--- config.mk ---
export PLATFORM = sky130hd
export DESIGN_NAME = mem_stream_ctrl
export DESIGN_NICKNAME = d
export VERILOG_FILES = /design/src/rtl/mem_stream_pkg.sv /design/src/rtl/mem_addr_gen.sv /design/src/rtl/mem_stream_ctrl.sv
export SDC_FILE = /design/constraint.sdc
export NUM_CORES = 1
export LEC_CHECK = 0
export BUFFER_PORTS_ARGS = -buffer_cell sky130_fd_sc_hd__buf_2
export CAP_MARGIN = 30
export CORE_MARGIN = 2
export CORE_UTILIZATION = 46
export CTS_CLUSTER_SIZE = 30
export DETAILED_ROUTE_END_ITERATION = 8
export PLACE_DENSITY = 0.79
export SLEW_MARGIN = 20
export SYNTH_ARGS = -nofsm -noshare
export SYNTH_HDL_FRONTEND = slang
export SYNTH_SLANG_ARGS = --single-unit
--- constraint.sdc ---
create_clock -name clk -period 2.7 [get_ports clk]
set_clock_uncertainty 0.05 [all_clocks]
set_input_delay 0.54 -clock clk [delete_from_list [all_inputs] [get_ports clk]]
set_output_delay 0.54 -clock clk [all_outputs]
set_load 0.01 [all_outputs]
--- src/rtl/mem_stream_pkg.sv ---
// Shared definitions for the memory stream controller: command opcodes and FSM state encoding.
package mem_stream_pkg;

    localparam logic [1:0] OP_FILL  = 2'b00;
    localparam logic [1:0] OP_DUMP  = 2'b01;
    localparam logic [1:0] OP_CLEAR = 2'b10;
    localparam logic [1:0] OP_RSVD  = 2'b11;

    typedef enum logic [2:0] {
        IDLE  = 3'd0,
        FILL  = 3'd1,
        DUMP  = 3'd2,
        CLEAR = 3'd3,
        DRAIN = 3'd4
    } state_t;

endpackage

--- src/rtl/mem_addr_gen.sv ---
// Loadable wrapping address pointer paired with a remaining-word down-counter.
module mem_addr_gen #(
    parameter int ADDR_WIDTH = 4
) (
    input  logic                  clk,
    input  logic                  rst_n,
    input  logic                  load,
    input  logic                  step,
    input  logic [ADDR_WIDTH-1:0] load_ptr,
    input  logic [ADDR_WIDTH:0]   load_cnt,
    output logic [ADDR_WIDTH-1:0] ptr,
    output logic [ADDR_WIDTH:0]   remaining,
    output logic                  zero,
    output logic                  last
);

    logic [ADDR_WIDTH-1:0] ptr_r;
    logic [ADDR_WIDTH:0]   rem_r;

    // Pointer/counter register; the pointer wraps naturally at its width.
    always_ff @(posedge clk) begin
        if (!rst_n) begin
            ptr_r <= {ADDR_WIDTH{1'b0}};
            rem_r <= {(ADDR_WIDTH+1){1'b0}};
        end else if (load) begin
            ptr_r <= load_ptr;
            rem_r <= load_cnt;
        end else if (step && (rem_r != {(ADDR_WIDTH+1){1'b0}})) begin
            ptr_r <= ptr_r + ADDR_WIDTH'(1);
            rem_r <= rem_r - (ADDR_WIDTH+1)'(1);
        end else begin
            ptr_r <= ptr_r;
            rem_r <= rem_r;
        end
    end

    assign ptr       = ptr_r;
    assign remaining = rem_r;
    assign zero      = (rem_r == {(ADDR_WIDTH+1){1'b0}});
    assign last      = (rem_r == (ADDR_WIDTH+1)'(1));

endmodule

--- src/rtl/mem_stream_ctrl.sv ---
// Command-driven controller streaming words into (FILL), out of (DUMP) or zeroing (CLEAR) an external RAM.
module mem_stream_ctrl
    import mem_stream_pkg::*;
#(
    parameter int ADDR_WIDTH = 4,
    parameter int DATA_WIDTH = 8
) (
    input  logic                  clk,
    input  logic                  rst_n,
    input  logic                  cmd_valid,
    output logic                  cmd_ready,
    input  logic [1:0]            cmd_op,
    input  logic [ADDR_WIDTH-1:0] cmd_base,
    input  logic [ADDR_WIDTH:0]   cmd_len,
    input  logic                  s_valid,
    output logic                  s_ready,
    input  logic [DATA_WIDTH-1:0] s_data,
    output logic                  m_valid,
    input  logic                  m_ready,
    output logic [DATA_WIDTH-1:0] m_data,
    output logic                  mem_we,
    output logic [ADDR_WIDTH-1:0] mem_addr,
    output logic [DATA_WIDTH-1:0] mem_din,
    input  logic [DATA_WIDTH-1:0] mem_dout,
    output logic                  busy,
    output logic                  done
);

    state_t                state_r;
    state_t                state_s;
    logic                  load_s;
    logic                  step_s;
    logic [ADDR_WIDTH-1:0] load_ptr_s;
    logic [ADDR_WIDTH:0]   load_cnt_s;
    logic [ADDR_WIDTH-1:0] ptr_s;
    logic [ADDR_WIDTH:0]   remaining_s;
    logic                  zero_s;
    logic                  last_s;
    logic                  done_s;
    logic                  done_r;
    logic                  m_load_s;
    logic                  m_valid_s;
    logic                  m_valid_r;
    logic [DATA_WIDTH-1:0] m_data_r;
    logic                  len_zero_s;

    mem_addr_gen #(.ADDR_WIDTH(ADDR_WIDTH)) u_addr_gen (
        .clk       (clk),
        .rst_n     (rst_n),
        .load      (load_s),
        .step      (step_s),
        .load_ptr  (load_ptr_s),
        .load_cnt  (load_cnt_s),
        .ptr       (ptr_s),
        .remaining (remaining_s),
        .zero      (zero_s),
        .last      (last_s)
    );

    assign len_zero_s = (cmd_len == {(ADDR_WIDTH+1){1'b0}});

    // Next-state, pointer control and datapath strobes.
    always_comb begin
        state_s    = state_r;
        load_s     = 1'b0;
        step_s     = 1'b0;
        load_ptr_s = cmd_base;
        load_cnt_s = cmd_len;
        done_s     = 1'b0;
        cmd_ready  = 1'b0;
        s_ready    = 1'b0;
        mem_we     = 1'b0;
        mem_din    = {DATA_WIDTH{1'b0}};
        m_load_s   = 1'b0;
        m_valid_s  = m_valid_r;
        case (state_r)
            IDLE: begin
                cmd_ready = 1'b1;
                if (cmd_valid) begin
                    case (cmd_op)
                        OP_FILL, OP_DUMP: begin
                            if (len_zero_s) begin
                                done_s = 1'b1;
                            end else begin
                                load_s  = 1'b1;
                                state_s = (cmd_op == OP_FILL) ? FILL : DUMP;
                            end
                        end
                        OP_CLEAR: begin
                            load_s     = 1'b1;
                            load_ptr_s = {ADDR_WIDTH{1'b0}};
                            load_cnt_s = {1'b1, {ADDR_WIDTH{1'b0}}};
                            state_s    = CLEAR;
                        end
                        default: done_s = 1'b1;
                    endcase
                end else begin
                    state_s = IDLE;
                end
            end
            FILL: begin
                s_ready = 1'b1;
                mem_we  = s_valid;
                mem_din = s_valid ? s_data : {DATA_WIDTH{1'b0}};
                step_s  = s_valid && !zero_s;
                if (s_valid && last_s) begin
                    state_s = IDLE;
                    done_s  = 1'b1;
                end else begin
                    state_s = FILL;
                end
            end
            CLEAR: begin
                mem_we = 1'b1;
                step_s = !zero_s;
                if (last_s) begin
                    state_s = IDLE;
                    done_s  = 1'b1;
                end else begin
                    state_s = CLEAR;
                end
            end
            DUMP: begin
                // The output register refills whenever it is empty or being consumed.
                if (!m_valid_r || m_ready) begin
                    m_load_s  = 1'b1;
                    m_valid_s = 1'b1;
                    step_s    = !zero_s;
                    state_s   = last_s ? DRAIN : DUMP;
                end else begin
                    state_s = DUMP;
                end
            end
            DRAIN: begin
                if (m_ready) begin
                    m_valid_s = 1'b0;
                    state_s   = IDLE;
                    done_s    = 1'b1;
                end else begin
                    state_s = DRAIN;
                end
            end
            default: begin
                state_s   = IDLE;
                m_valid_s = 1'b0;
            end
        endcase
    end

    // State, completion pulse and read-data output register.
    always_ff @(posedge clk) begin
        if (!rst_n) begin
            state_r   <= IDLE;
            done_r    <= 1'b0;
            m_valid_r <= 1'b0;
            m_data_r  <= {DATA_WIDTH{1'b0}};
        end else begin
            state_r   <= state_s;
            done_r    <= done_s;
            m_valid_r <= m_valid_s;
            if (m_load_s) begin
                m_data_r <= mem_dout;
            end else begin
                m_data_r <= m_data_r;
            end
        end
    end

    assign mem_addr = ptr_s;
    assign m_valid  = m_valid_r;
    assign m_data   = m_data_r;
    assign done     = done_r;
    assign busy     = (state_r != IDLE);

endmodule
# Word level (Yosys, flattened, before mapping)
# Index checks and enable logic that the tools add are counted.
[word_totals]
in_bits = 32
out_inout_bits = 26
register_bits = 22
elab_cells = 80
[classes]
eq_ne = 11
add_sub_neg = 2
mux = 43
bitwise = 1
n_reduce_logical = 17
[op_table]
columns = ["operator", "count"]
rows = [
  ["5-bit two-way mux", 5],
  ["4-bit two-way mux", 5],
  ["1-bit two-way mux", 16],
  ["8-bit two-way mux", 2],
  ["3-bit two-way mux", 5],
  ["3-bit one-hot mux with 5 select lines", 1],
  ["5-bit logical NOT", 2],
  ["3-bit by 2-bit equality test with 1-bit output (second input constant)", 2],
  ["1-bit one-hot mux with 2 select lines", 3],
  ["1-bit one-hot mux with 3 select lines", 2],
  ["3-bit one-hot mux with 2 select lines", 1],
  ["5-bit by 1-bit equality test with 1-bit output (second input constant)", 1],
  ["5-bit nonzero test", 1],
  ["5-bit by 1-bit subtractor with 5-bit output (second input constant)", 1],
  ["4-bit by 1-bit adder with 4-bit output (second input constant)", 1],
  ["2-bit two-way mux", 2],
  ["2-bit != test (second input constant)", 2],
  ["4-bit by 2-bit != test with 1-bit output (second input constant)", 1],
  ["4-bit != test (second input constant)", 1],
  ["1-bit one-hot mux with 4 select lines", 1],
  ["3-bit by 1-bit equality test with 1-bit output (second input constant)", 1],
  ["3-bit equality test (second input constant)", 1],
  ["1-bit logical AND", 3],
  ["3-bit logical NOT", 1],
  ["12 further kinds", 13],
]

# Depth between registers and ports, before layout
# Gate-level depths: netlist of the first run.
[depth]
depth_word = 7
depth_mapped = 7
mapped_depth_nobuf = 6

# Cells and area by module
# From an unflattened synthesis of the first run, not the netlist that was laid out.
[hier_totals]
hier_cells = 164
area_unflattened_um2 = 1381.3
[modules_own_cells]
columns = ["module", "n_inst", "cells_per_inst", "area_each_um2", "seq_area_each_um2"]
rows = [
  ["mem_stream_ctrl", 1, 96, 809.5, 260.2],
  ["mem_addr_gen", 1, 68, 571.8, 180.2],
]

# Worst setup path after synthesis of the first run
# No wires, ideal clock.
[synth_path]
path_type = "input -> register"
start = "input m_ready"
end = "register u_addr_gen.ptr_r[1], in the netlist u_addr_gen.ptr[1]"
cell_stages = 6
arrival_ns = 1.880
path_buffers = 1
path_slack_ns = 0.654
t_required_ns = 2.534
setup_ns = 0.116
cell_sequence = "or3b_1 > a22o_1 > and2_4 > buf_6 > mux2_4 > o211a_1"
[synth_between]
elab_chain_cells = 5
[synth_lines]
columns = ["item", "line", "source"]
rows = [
  ["start, declared", "mem_stream_ctrl.sv:19", "input logic m_ready,"],
  ["1-bit logical OR", "mem_stream_ctrl.sv:125", "if (!m_valid_r || m_ready) begin"],
  ["1-bit two-way mux", "mem_stream_ctrl.sv:125", ""],
  ["1-bit one-hot mux with 3 select lines", "mem_stream_ctrl.sv:76", "case (state_r)"],
  ["1-bit logical AND", "mem_addr_gen.sv:28", "end else if (step && (rem_r != {(ADDR_WIDTH+1){1'b0}})) begin"],
  ["2-bit nonzero test (no source line)", "--", ""],
  ["end signal, assigned", "mem_addr_gen.sv:26", "ptr_r <= load_ptr;"],
  ["end signal, assigned", "mem_addr_gen.sv:29", "ptr_r <= ptr_r + ADDR_WIDTH'(1);"],
  ["end signal, assigned", "mem_addr_gen.sv:32", "ptr_r <= ptr_r;"],
  ["end, declared", "mem_addr_gen.sv:17", "logic [ADDR_WIDTH-1:0] ptr_r;"],
]
# No other way between the ends.
# A chain may end at the register's enable or synchronous reset.

# Worst setup path after layout of the first run
[layout_path]
start = "register state_r[0]"
end = "output mem_din[1]"
[layout_between]
elab_chain_cells = 2
[layout_lines]
columns = ["item", "line", "source"]
rows = [
  ["start, declared", "mem_stream_ctrl.sv:29", "state_t state_r;"],
  ["start signal, assigned", "mem_stream_ctrl.sv:158", "state_r <= state_s;"],
  ["3-bit by 1-bit equality test with 1-bit output", "mem_stream_ctrl.sv:76", ""],
  ["8-bit two-way mux", "mem_stream_ctrl.sv:76", ""],
  ["end, declared", "mem_stream_ctrl.sv:23", "output logic [DATA_WIDTH-1:0] mem_din,"],
]
# No other way between the ends.

==> flow_summary.ini, run 1 <==
[outcome]
status = completed

[layout]
postLayoutCellArea_sq_um = 1620
drive_above_1_share = 0.330
syn_to_final_growth_pct = 26.2
fillCellCount = 246
antenna_cells = 0
mostFrequentLayoutCells = buf_2, dfxtp_1, nand2_1, and3_1
nets = 237
final_common_cell = buf_2

[global_routing]
antenna_found_initial = 0
grt_pass1_wl_mm = 5.20
grt.overflow.total = 0
grt_max_degree = 21
grt_pass1_vias = 1217
gr-usage-all-layers = 0.204

[synthesis]
syn_avg_cell_area_sq_um = 8.72
yosys.area_share.simple = 0.267
ys.flop_type = dfxtp_1
async_flop_share = 0
synth-compound-area-share = 0.196
synth_top_area_share = 0.343
syn-num-nets = 183
synth_top_family_by_area = simple AND/OR/NAND/NOR gates
ys_top_cells_by_area = dfxtp_1, mux2i_1, and3_1, o211a_1, nand2_1
ys_warn_count = 0
ys_seq_area_frac = 0.343
synth-edff-count = 0
yosys_register_bits = 22
synth_xor_area_frac = 0.0341
synth_cell_type_count = 45
syn-instance-count = 147
synth_mux_area_frac = 0.0741
synth_largest_area_cell = dfxtp_1
synth_area_sq_um = 1280
synth-adder-area-share = 0.0390

[routing]
drc = 0
drt-initial-drc-count = 47
vias_per_cell = 5.54
wire_per_inst_microns = 13.9
num_vias = 1279
drtPass1Iterations = 4
wirelength_mm = 3.21
antenna_left = 0

[power_and_ir_drop]
ir_worst_vdd_v = 0.000468
power_density_nw_per_um2 = 596
leakagePower_uw = 0.000891

[min_path]
whs_path_depth = 3
min-delay-start = mem_dout[2]
hp-class = input pin to register

[clock_tree]
clkSinkCount = 22
cts_tree = built
hold_buffers = 0
h-tree-depth = 1
post-cts-setup-buffers = 0
clk_pin_slew_worst_paths_ps = 130
clock_latency_ps = 320
cts.path.max_buffers = 2
numCtsBuffers = 3
cts_resized = 0
cts_root_buf = clkbuf_4

[worst_setup_path]
endpoint_kind = primary output
worstSetupPathType = register to primary output
r2r_cells = 4
rr_startpoint = state_r[2]
worstPathMaxFanout = 11
arrival_ps = 1730
start_kind = register
startpoint = state_r[0]
worstPathRequired_ps = 2110

[timing]
tightest_slew_ps = 627
layout_min_cycle_time_ps = 2320
fmax_ghz = 0.432
fin_crit_sh = 0.858
finalSetupTns_ps = 0
finalMaxSlewViolations = 0
rsz0062_at_grt = no
relSlewSlack = 0.582
hold_viol = 0
finalSetupViolations = 0

[run]
maxCapViolCount = 0

[floorplanning]
die_x_microns = 56.8
pin_count = 58
row_count = 19
dieArea_sq_um = 3230
coreArea_sq_um = 2710
initial_core_util = 0.473
die_h_microns = 56.8

[placement]
gp_congestion = 0.856
portBuffers = 57
post_dp_cell_area_sq_um = 1570
dpl.hpwl_mm = 2.51
flip-flops by register name, indices dropped and copies added, names as in the netlist:
name / count
u_addr_gen.remaining: 5
u_addr_gen.ptr: 4
done: 1
state_r: 3
m_data: 8
m_valid: 1
cells in the mapped netlist (2+ instances only):
master    count
nand3_1       2
mux2i_1       8
a31oi_1       2
o22ai_1       2
a21oi_1       4
nor3_1        5
o21ai_0       3
dfxtp_1      22
o211a_1       6
and3_1       10
ha_1          4
xnor2_1       4
nor2_1        7
inv_1         5
nor2b_1       8
a211o_1       2
nand3b_1      2
clkbuf_1      5
nand2_1      16
and2_1        4
buf_2         2
power breakdown:
group	switching (uW)	internal (uW)
clock	107	150
sequential	37.0	362
combinational	163	145
cells by family after synthesis:
family / after synthesis
compound gates: 31
xor+xnor: 5
fa+ha+maj: 4
buf+inv: 13
flops: 22
mux: 9
simple gates: 63
worst max-delay path, cell delays in order, from the launching register on:
cell	delay, ps
dfxtp_1	550
nand2b_1	170
nor2_1	350
and3_1	220
buf_2	130
layer usage:
metal,global-route usage,up-vias,part of all wire
met5,0,-,0
met4,0.0864,0,0.014
met3,0.0415,5,0.061
met2,0.352,47,0.48
met1,0.243,594,0.45
li1,-,633,-
through the flow:
step / setup WS, ps / util / hold slack, ps / std cells / power (uW)
6_report: 385 / 0.597 / 417 / 231 / 965
5_1_grt: 265 / 0.597 / 413 / 231 / 1020
3_5_place_dp: 433 / 0.578 / 461 / 227 / 712
2_1_floorplan: 654 / - / 496 / 147 / 621
4_1_cts: 408 / 0.597 / 413 / 231 / 968
3_3_place_gp: 539 / 0.578 / 444 / 227 / 698
cell type report:
cell class              instances  area (sq um)  share of cell area
multi-input cells             112           783               0.484
flip-flops and latches         22           440               0.272
repair buffers                 57           285               0.176
well taps                      31          38.8              0.0240
clock inverters                 1          30.0              0.0185
clock buffers                   3          22.5              0.0139
inverters                       5          18.8              0.0116
worst paths after layout:
kind / end / slack (ps)
hold reg to reg: m_data[1] / 490
hold / removal: m_data[2] / 420
setup reg to reg: u_addr_gen.ptr[3] / 530
setup / recovery: mem_din[1] / 380
Note: power is estimated with default switching activity, not from simulation.
==> run 2: changes to the inputs <==
--- a/config.mk
+++ b/config.mk
@@ -8,10 +8,11 @@
 export BUFFER_PORTS_ARGS = -buffer_cell sky130_fd_sc_hd__buf_2
 export CAP_MARGIN = 30
 export CORE_MARGIN = 2
-export CORE_UTILIZATION = 46
+export CORE_UTILIZATION = 48
+export CTS_BUF_LIST = sky130_fd_sc_hd__clkbuf_4
 export CTS_CLUSTER_SIZE = 30
 export DETAILED_ROUTE_END_ITERATION = 8
-export PLACE_DENSITY = 0.79
+export PLACE_DENSITY = 0.81
 export SLEW_MARGIN = 20
 export SYNTH_ARGS = -nofsm -noshare
 export SYNTH_HDL_FRONTEND = slang
==> run 2 against run 1 <==
Sequential cell count unchanged. Register-to-register slack better by 20 ps. Sequential power about the same. Power decreased by 0.36%. Via count up 0.39%. Sequential share of layout area about the same. Hold slack better by 16 ps. Combinational power about the same. Non-clock buffer count unchanged. Clock power shrank 3%. Utilization up 5.0 points. Clock-buffer cell count unchanged. Critical endpoint is now mem_din[2]. Largest power group unchanged.
==> flow_summary.ini, run 2 (synthesis results as in run 1) <==
[outcome]
status = completed

[worst_setup_path]
endpoint_kind = primary output
slowest_stage = dfxtp_1
worstPathRequired_ps = 2110
r2r-end = u_addr_gen.ptr[3]
path_buf_inv = 1
r2r_cells = 4
startpoint = state_r[0]
slowest_delay_ps = 530
cp_top_family = simple AND/OR/NAND/NOR gates
arrival_ps = 1690
crit_chain = nand2b_1 -> nor2_1 -> and3_1 -> buf_2
worstPathMaxFanout = 11
worstSetupPathType = register to primary output
rrSetupSlack_ps = 550
rr_startpoint = state_r[2]
start_kind = register

[timing]
rsz0062_at_grt = no
finalMaxSlewViolations = 0
tightest_slew_ps = 612
fmax_ghz = 0.439
hold_viol = 0
finalSetupViolations = 0
relSlewSlack = 0.592
fin_crit_sh = 0.843
finalSetupTns_ps = 0
holdWs_ps = 433
layout_min_cycle_time_ps = 2280
fin_ws_ps = 424

[power_and_ir_drop]
ir_worst_vdd_v = 0.000378
power_frac_seq = 0.416
power.switching_uw = 304
combPwrFrac = 0.323
leakagePower_uw = 0.000891
power_density_nw_per_um2 = 595
p_sw_frac = 0.316
p_int_uw = 658
power_uw = 962
clockPowerShare = 0.261

[layout]
postLayoutCellArea_sq_um = 1620
syn_to_final_growth_pct = 26.1
final_common_cell = buf_2
drive_above_1_share = 0.330
antenna_cells = 0
mostFrequentLayoutCells = buf_2, dfxtp_1, nand2_1, and3_1
fillCellCount = 230
nets = 237
largest_register_ffs = 8

[floorplanning]
initial_core_util = 0.513
row_count = 18
dieArea_sq_um = 3100
pin_count = 58
die_x_microns = 55.7
die_h_microns = 55.7
coreArea_sq_um = 2500

[clock_tree]
clk_pin_slew_worst_paths_ps = 120
h-tree-depth = 1
clkSinkCount = 22
cts_root_buf = clkbuf_4
post-cts-setup-buffers = 0
cts_resized = 0
hold_buffers = 0
clock_latency_ps = 310
numCtsBuffers = 3
cts.path.max_buffers = 2
cts_tree = built

[global_routing]
antenna_found_initial = 0
grt.overflow.total = 0
grt_max_degree = 21
grt_pass1_wl_mm = 5.24
grt_pass1_vias = 1235
gr-usage-all-layers = 0.203

[placement]
post_dp_cell_area_sq_um = 1570
portBuffers = 57
dpl.hpwl_mm = 2.34
gp_congestion = 0.845
pre_cts_ws_ps = 484

[routing]
wirelength_mm = 3.14
vias_per_cell = 5.58
antenna_left = 0
wire_per_inst_microns = 13.7
num_vias = 1284
drt-initial-drc-count = 35
drtPass1Iterations = 4
drc = 0

[min_path]
holdPathEnd = u_addr_gen.remaining[1]
min-delay-start = cmd_len[1]
whs_path_depth = 3
hp-class = input pin to register

[run]
maxCapViolCount = 0
[run 2: cell counts in the layout (fill, tap and decap cells not counted)]
No cell type changed its count.
[run 2: layer usage]
metal  up-vias  routed length [microns]  share of wire  GRT usage
met5         -                        0              0          0
met4         0                       10         0.0032     0.0592
met3         2                      286          0.091     0.0465
met2        65                     1490           0.47      0.350
met1       578                     1360           0.43      0.252
li1        639                        -              -          -
[run 2: per-stage QoR]
step                utilization  cells
CTS                       0.647    230
finish                    0.647    230
global route              0.647    230
floorplan                     -    147
detailed placement        0.626    226
global placement          0.626    226
[run 2: power by group through the flow]
stage               sequential [uW]  clock (uW)  combinational (uW)
global route                    407         271                 345
floorplan                       403           0                 219
CTS                             399         255                 310
finish                          401         251                 310
detailed placement              407           0                 303
global placement                405           0                 296
[run 2: area by class of cell]
type	count	area [sq um]	area share
Clock buffer	3	22.5	0.0139
Inverter	5	18.8	0.0116
Sequential cell	22	440	0.272
Multi-Input combinational cell	112	783	0.484
Clock inverter	1	30.0	0.0186
Tap cell	30	37.5	0.0232
Timing Repair Buffer	57	285	0.176
[run 2: worst max-delay path by stage]
| stage | end | slack, ps | cells after the start |
|---|---|---|---|
| final | mem_din[2] | 420 | 4 |
| after global routing | mem_din[0] | 260 | 4 |
| after CTS | mem_din[2] | 440 | 4 |
| after detailed placement | u_addr_gen.ptr[3] | 480 | 6 |
| after global placement | u_addr_gen.ptr[3] | 560 | 5 |
| after floorplan | u_addr_gen.ptr[1] | 650 | 6 |
[run 2: tightest hold or removal path: stages]
cell      delay, ps
buf_2           100
nand2_1          50
a21boi_1         50
